<file path="src/rtl/registrador_pkg.sv">
// Shared types and default sizing for the run-length event recorder.
package registrador_pkg;

  typedef enum logic {
    IDLE = 1'b0,
    RUN  = 1'b1
  } state_t;

  localparam int LEN_W_DEF = 8;
  localparam int CNT_W_DEF = 8;
  localparam int DEPTH_DEF = 4;

endpackage

</file>
<file path="src/rtl/registrador_eventos_fifo_sync.sv">
// First-word-fallthrough FIFO: registered storage, wrapping pointers, explicit level.
module fifo_sync #(
  parameter int WIDTH = 8,
  parameter int DEPTH = 4,
  parameter int LVL_W = $clog2(DEPTH) + 1
) (
  input  logic             clk,
  input  logic             rst,
  input  logic             push,
  input  logic             pop,
  input  logic [WIDTH-1:0] din,
  output logic [WIDTH-1:0] dout,
  output logic [LVL_W-1:0] level,
  output logic             full,
  output logic             empty
);

  localparam int PTR_W = $clog2(DEPTH);

  logic [DEPTH-1:0][WIDTH-1:0] mem;
  logic [PTR_W-1:0]            wr_ptr;
  logic [PTR_W-1:0]            rd_ptr;
  logic                        do_push;
  logic                        do_pop;

  assign empty = (level == '0);
  assign full  = (level == LVL_W'(DEPTH));

  // A push into a full FIFO is only legal when the head leaves the same cycle.
  assign do_pop  = pop && !empty;
  assign do_push = push && (!full || do_pop);

  always_ff @(posedge clk) begin
    if (do_push) mem[wr_ptr] <= din;
  end

  always_ff @(posedge clk) begin
    if (rst) begin
      wr_ptr <= '0;
      rd_ptr <= '0;
      level  <= '0;
    end else begin
      if (do_push) wr_ptr <= wr_ptr + PTR_W'(1);
      if (do_pop)  rd_ptr <= rd_ptr + PTR_W'(1);
      case ({do_push, do_pop})
        2'b10:   level <= level + LVL_W'(1);
        2'b01:   level <= level - LVL_W'(1);
        default: level <= level;
      endcase
    end
  end

  assign dout = empty ? '0 : mem[rd_ptr];

endmodule

</file>
<file path="src/rtl/registrador_eventos.sv">
// Converts each high run of y_in into a buffered run-length record with event count and sticky overflow.
module registrador_eventos
  import registrador_pkg::*;
#(
  parameter int LEN_W = LEN_W_DEF,
  parameter int CNT_W = CNT_W_DEF,
  parameter int DEPTH = DEPTH_DEF
) (
  input  logic                     clk,
  input  logic                     rst,
  input  logic                     y_in,
  input  logic                     out_ready,
  output logic                     out_valid,
  output logic [LEN_W-1:0]         out_len,
  output logic [CNT_W-1:0]         evt_count,
  output logic [$clog2(DEPTH):0]   fifo_level,
  output logic                     overflow
);

  localparam logic [LEN_W-1:0] LEN_MAX = {LEN_W{1'b1}};

  state_t           state;
  logic [LEN_W-1:0] run_len;
  logic             run_done;
  logic             pop;
  logic             full;
  logic             empty;

  assign run_done  = (state == RUN) && !y_in;
  assign pop       = out_ready && !empty;
  assign out_valid = !empty;

  always_ff @(posedge clk) begin
    if (rst) begin
      state     <= IDLE;
      run_len   <= '0;
      evt_count <= '0;
      overflow  <= 1'b0;
    end else begin
      case (state)
        IDLE: begin
          if (y_in) begin
            state   <= RUN;
            run_len <= LEN_W'(1);
          end
        end
        RUN: begin
          if (y_in) begin
            if (run_len != LEN_MAX) run_len <= run_len + LEN_W'(1);
          end else begin
            state     <= IDLE;
            run_len   <= '0;
            evt_count <= evt_count + CNT_W'(1);
            // Counted even when dropped; only the record is lost.
            if (full && !pop) overflow <= 1'b1;
          end
        end
        default: state <= IDLE;
      endcase
    end
  end

  fifo_sync #(
    .WIDTH (LEN_W),
    .DEPTH (DEPTH)
  ) u_fifo (
    .clk   (clk),
    .rst   (rst),
    .push  (run_done),
    .pop   (pop),
    .din   (run_len),
    .dout  (out_len),
    .level (fifo_level),
    .full  (full),
    .empty (empty)
  );

endmodule

</file>
<file path="config.mk">
export PLATFORM = sky130hd
export DESIGN_NAME = registrador_eventos
export DESIGN_NICKNAME = d
export VERILOG_FILES = /design/src/rtl/registrador_pkg.sv /design/src/rtl/registrador_eventos_fifo_sync.sv /design/src/rtl/registrador_eventos.sv
export SDC_FILE = /design/constraint.sdc
export NUM_CORES = 1
export LEC_CHECK = 0
export ABC_AREA = 1
export BUFFER_PORTS_ARGS = -buffer_cell sky130_fd_sc_hd__buf_2
export CAP_MARGIN = 40
export CORE_UTILIZATION = 58
export DETAILED_ROUTE_END_ITERATION = 8
export GPL_ROUTABILITY_DRIVEN = 1
export PLACE_DENSITY = 0.78
export SYNTH_ARGS = -nofsm -noshare
export SYNTH_HDL_FRONTEND = slang
export SYNTH_SLANG_ARGS = --single-unit
</file>
<file path="constraint.sdc">
create_clock -name clk -period 3.5 [get_ports clk]
set_input_delay 1.05 -clock clk [delete_from_list [all_inputs] [get_ports clk]]
set_output_delay 1.05 -clock clk [all_outputs]
set_load 0.1 [all_outputs]
</file>
### Word level (Yosys, flattened, before mapping)

Index checks and enable logic that the tools add are counted.

* register bits after elaboration: 57
* input bits: 4
* output and inout bits: 21
* word-level logic and storage cells: 56

* add/sub/neg operators: 6
* magnitude comparators: 3
* equality and inequality tests: 6
* muxes and demuxes: 12
* bitwise gates (word level): 2
* reductions and logical operators: 16

Operators by type and width (count)
* 2-to-1 mux 8 bit: 6
* bitwise mux 32 bit: 1
* adder 8 x 1 -> 8 bit (second input constant): 2
* binary-select mux 8 bit (select 2 bit): 1
* demux 8 bit (select 2 bit): 1
* case mux 8 bit (2 select lines): 1
* inequality test 8 bit (second input constant): 1
* logical AND 1 bit: 6
* less-than comparator 2 x 3 -> 1 bit (second input constant): 2
* case mux 3 bit (2 select lines): 1
* adder 2 x 1 -> 2 bit (second input constant): 2
* logical NOT 1 bit: 4
* AND reduction 2 bit: 2
* adder 3 x 1 -> 3 bit (second input constant): 1
* == test 3 bit (second input constant): 1
* logical NOT 3 bit: 1
* inequality test 3 x 2 -> 1 bit (second input constant): 1
* AND reduction 3 bit: 1
* subtractor 3 x 1 -> 3 bit (second input constant): 1
* == test 2 x 1 -> 1 bit (second input constant): 1
* == test 2 bit (second input constant): 1
* greater-or-equal comparator 2 x 1 -> 1 bit (second input constant): 1
* inequality test 2 bit (second input constant): 1
* inverter 1 bit: 2
* other kinds (3): 3

### Logic depth before layout (Yosys ltp)

* depth in word-level cells: 8
* mapped depth: 11
* gate-level depth less buffers: 11

### Modules after synthesis

From an unflattened synthesis, not the netlist that was laid out.

* cells, all modules: 304
* area, all modules: 2700.1 um^2

By module, submodules not included
* fifo_sync: instances 1, cells an instance 155, area an instance 1701.6 um^2
* registrador_eventos: instances 1, cells an instance 149, area an instance 998.5 um^2

### Worst setup path after synthesis

OpenSTA, ideal clock, no wires.

* path kind: reg2out
* from: register u_fifo.level[0]
* to: output port out_len[0]
* arrival time: 2.914 ns
* setup slack: -0.464 ns
* stages on the path, launching flop included: 5
* buffers on the path: 0
* cell sequence: dfxtp_1 inv_1 nand2_1 nor2_1 a21oi_1

* word-level cells in the longest chain between the ends: 2

Ends and longest elaborated chain
* from (decl): RTL line registrador_eventos_fifo_sync.sv:13 `output logic [LVL_W-1:0] level,`
* from (signal assigned): RTL line registrador_eventos_fifo_sync.sv:46 `2'b10: level <= level + LVL_W'(1);`
* from (signal assigned): RTL line registrador_eventos_fifo_sync.sv:47 `2'b01: level <= level - LVL_W'(1);`
* from (signal assigned): RTL line registrador_eventos_fifo_sync.sv:48 `default: level <= level;`
* logical NOT 3 bit: RTL line registrador_eventos_fifo_sync.sv:26 `assign empty = (level == '0);`
* 2-to-1 mux 8 bit: RTL line registrador_eventos_fifo_sync.sv:53 `assign dout = empty ? '0 : mem[rd_ptr];`
* to (decl): RTL line registrador_eventos.sv:14 `output logic [LEN_W-1:0] out_len,`

Every way passes these cells.

### Worst setup path in the final report

* from: register u_fifo.rd_ptr[1]
* to: output port out_len[3]

* word-level cells in the longest chain between the ends: 3

Ends and longest elaborated chain
* from (decl): RTL line registrador_eventos_fifo_sync.sv:22 `logic [PTR_W-1:0] rd_ptr;`
* from (signal assigned): RTL line registrador_eventos_fifo_sync.sv:44 `if (do_pop) rd_ptr <= rd_ptr + PTR_W'(1);`
* binary-select mux 8 bit (select 2 bit): RTL line registrador_eventos_fifo_sync.sv:53
* 2-to-1 mux 8 bit (not written as such): RTL line registrador_eventos_fifo_sync.sv:53
* 2-to-1 mux 8 bit: RTL line registrador_eventos_fifo_sync.sv:53

Every way passes these cells. The select of a mux whose other input is x is not followed.

==> out/results.ini <==
[outcome]
status = complete, no violations

[worst_setup_path]
worstSetupEndpointType = output port
path_max_fanout = 10
rrSetupSlack_ns = 1.69
required_ns = 2.45
crit_arrival_ns = 2.07
crit_type = reg -> out
start_kind = register

[timing]
finalMaxSlewViolations = 0
setup_viol = 0
hold_violations = 0
worst_pin_slew_ns = 0.815
whs_ns = 0.461
rsz0062_at_grt = false
relSlewSlack = 0.455
fin_ws_ns = 0.384
fin_crit_sh = 0.890
finalClockSkew_ns = 0.00574
fmax_mhz = 321
final.min_clock_period_ns = 3.12

[finish]
antennaDiodeCount = 0
fin_area_um2 = 2900
area_delta_synth_final_pct = 13.6
final_nets = 315
drive_above_1_share = 0.184

[clock_network]
hold_buffers = 0
cts_buffers = 9
clock_latency_ns = 0.33
post_cts_resized = 0
clk_pin_slew_worst_paths_ns = 0.06
post_cts_buffers = 0
cts.htree.levels = 3
cts_root_buf = clkbuf_8
cts_buffer_depth = 2
tritoncts = built
numClockSinks = 57

[floorplanning]
die_area_um2 = 4670
die_h_um = 68.3
start_util = 0.620
io_pins = 25
die_w_um = 68.3
row_count = 23
core_um2 = 4120

[yosys]
synth_edf_count = 32
synthMuxAreaShare = 0
synth-simple-area-share = 0.233
synth.net_count = 285
synth_adder_area_share = 0.0373
synth_top_flop_cell = edfxtp_1
synth-xor-area-share = 0
netlist.area_leader.share = 0.377
synth_top_cells_by_count = nor2_1 (62), nand2_1 (36), edfxtp_1 (32)
synth_compound_area_frac = 0.103
ys_top_cells_by_area = edfxtp_1 (38%), dfxtp_1 (20%), nor2_1 (9.1%), nand2_1 (5.3%), o21ai_0 (4.9%)
async_reset_ff_frac = 0
syn_avg_cell_area_um2 = 9.31
ys_ff_latch = 57
synth.most_common_cell = nor2_1
yosys.area.top_type = edfxtp_1
yosys_warnings = 0
synth_top_family_by_area = simple AND/OR/NAND/NOR gates
synth.cell_area_um2 = 2550
synthCells = 274
synth.distinct_cells = 31
ys_seq_area_frac = 0.573

[power]
ir_worst_vdd_mv = 0.344
power.density_nw_per_um2 = 690
leakagePower_nw = 1.17

[route]
wire_per_inst_um = 13.2
drt-pass1-iter-count = 4
ant_nets = 0
drtIter0Drc = 163
viasPerCell = 5.31
wl_um = 4750
drc_errors = 0
vias = 1908

[place]
dp_hpwl_um = 3240
dpl_worst_slack_ns = 0.792
placed_cell_area_um2 = 2710
gp_congestion = 0.835
io_buffers = 24

[grt]
grt_pass1_wl_um = 8150
grt_use_total = 0.249
grt_pass1_vias = 1804
antenna_found_initial = 0
grt_max_degree = 19
grt_overflow = 0

[run]
cap_violations = 0

[hold_path]
hp-class = reg -> reg

==> state kept, by name (all words and copies together) (netlist names) <==
signal,cells
u_fifo.mem,32
overflow,1
u_fifo.rd_ptr,2
state,1
evt_count,8
run_len,8
u_fifo.level,3
u_fifo.wr_ptr,2
==> placed cells by master (no fill, tap or decap), types with 3 or more instances in the layout <==
cell type  count
nor2_1        62
nand2_1       36
edfxtp_1      32
o21ai_0       25
dfxtp_1       25
buf_2         24
inv_1         23
a21oi_1       21
clkbuf_8      10
ha_1           6
nand3_1        4
nand4_1        4
inv_2          3
nor2_2         3
nand2_2        3
clkinv_2       3
nor3_1         3
clkbuf_1       3
==> report_power, final <==
part	switching, mW	leakage (nW)	internal [mW]
clock network	0.245	0.0974	0.346
registers	0.0320	0.501	0.725
logic	0.550	0.576	0.102
total	0.827	1.17	1.17
==> cell families after synthesis <==
kind of cell    Yosys count
simple gates            125
flops                    57
compound gates           51
fa+ha+maj                 7
buf+inv                  34
==> stage by stage <==
step,std cells,TNS [ns],total power [mW],utilization
2_1_floorplan,274,-3.71,1.33,-
3_3_place_gp,343,0,1.41,0.659
3_5_place_dp,343,0,1.42,0.659
4_1_cts,359,0,2.01,0.704
5_1_grt,359,0,2.10,0.704
6_report,359,0,2.00,0.704
==> metal layers <==
layer	GRT usage	part of all wire
met1	0.307	0.45
met2	0.384	0.48
met3	0.0750	0.055
met4	0.143	0.015
met5	0	0
==> worst paths after layout <==
path	startpoint	end	depth (start not counted)
worst max-delay path	u_fifo.rd_ptr[1]	out_len[3]	5
worst min-delay path	overflow	overflow	1
worst max register to register	state	u_fifo.mem[9]	4
worst min register to register	overflow	overflow	1
==> area by class of cell <==
| class | instances | area, um^2 |
|---|---|---|
| Inverter | 29 | 113 |
| Fill cell | 314 | 1220 |
| Sequential cell | 57 | 1460 |
| Timing Repair Buffer | 24 | 120 |
| Multi-Input combinational cell | 183 | 953 |
| Clock inverter | 3 | 40.0 |
| Tap cell | 50 | 62.6 |
| Clock buffer | 13 | 149 |
==> critical path: stages (launching register included) <==
cell and delay, ns:
dfxtp_1 0.50, clkinv_1 0.33, nor2_1 0.18, o21ai_0 0.11, a21oi_1 0.16, buf_2 0.45
Note: power is estimated with default switching activity, not from simulation.
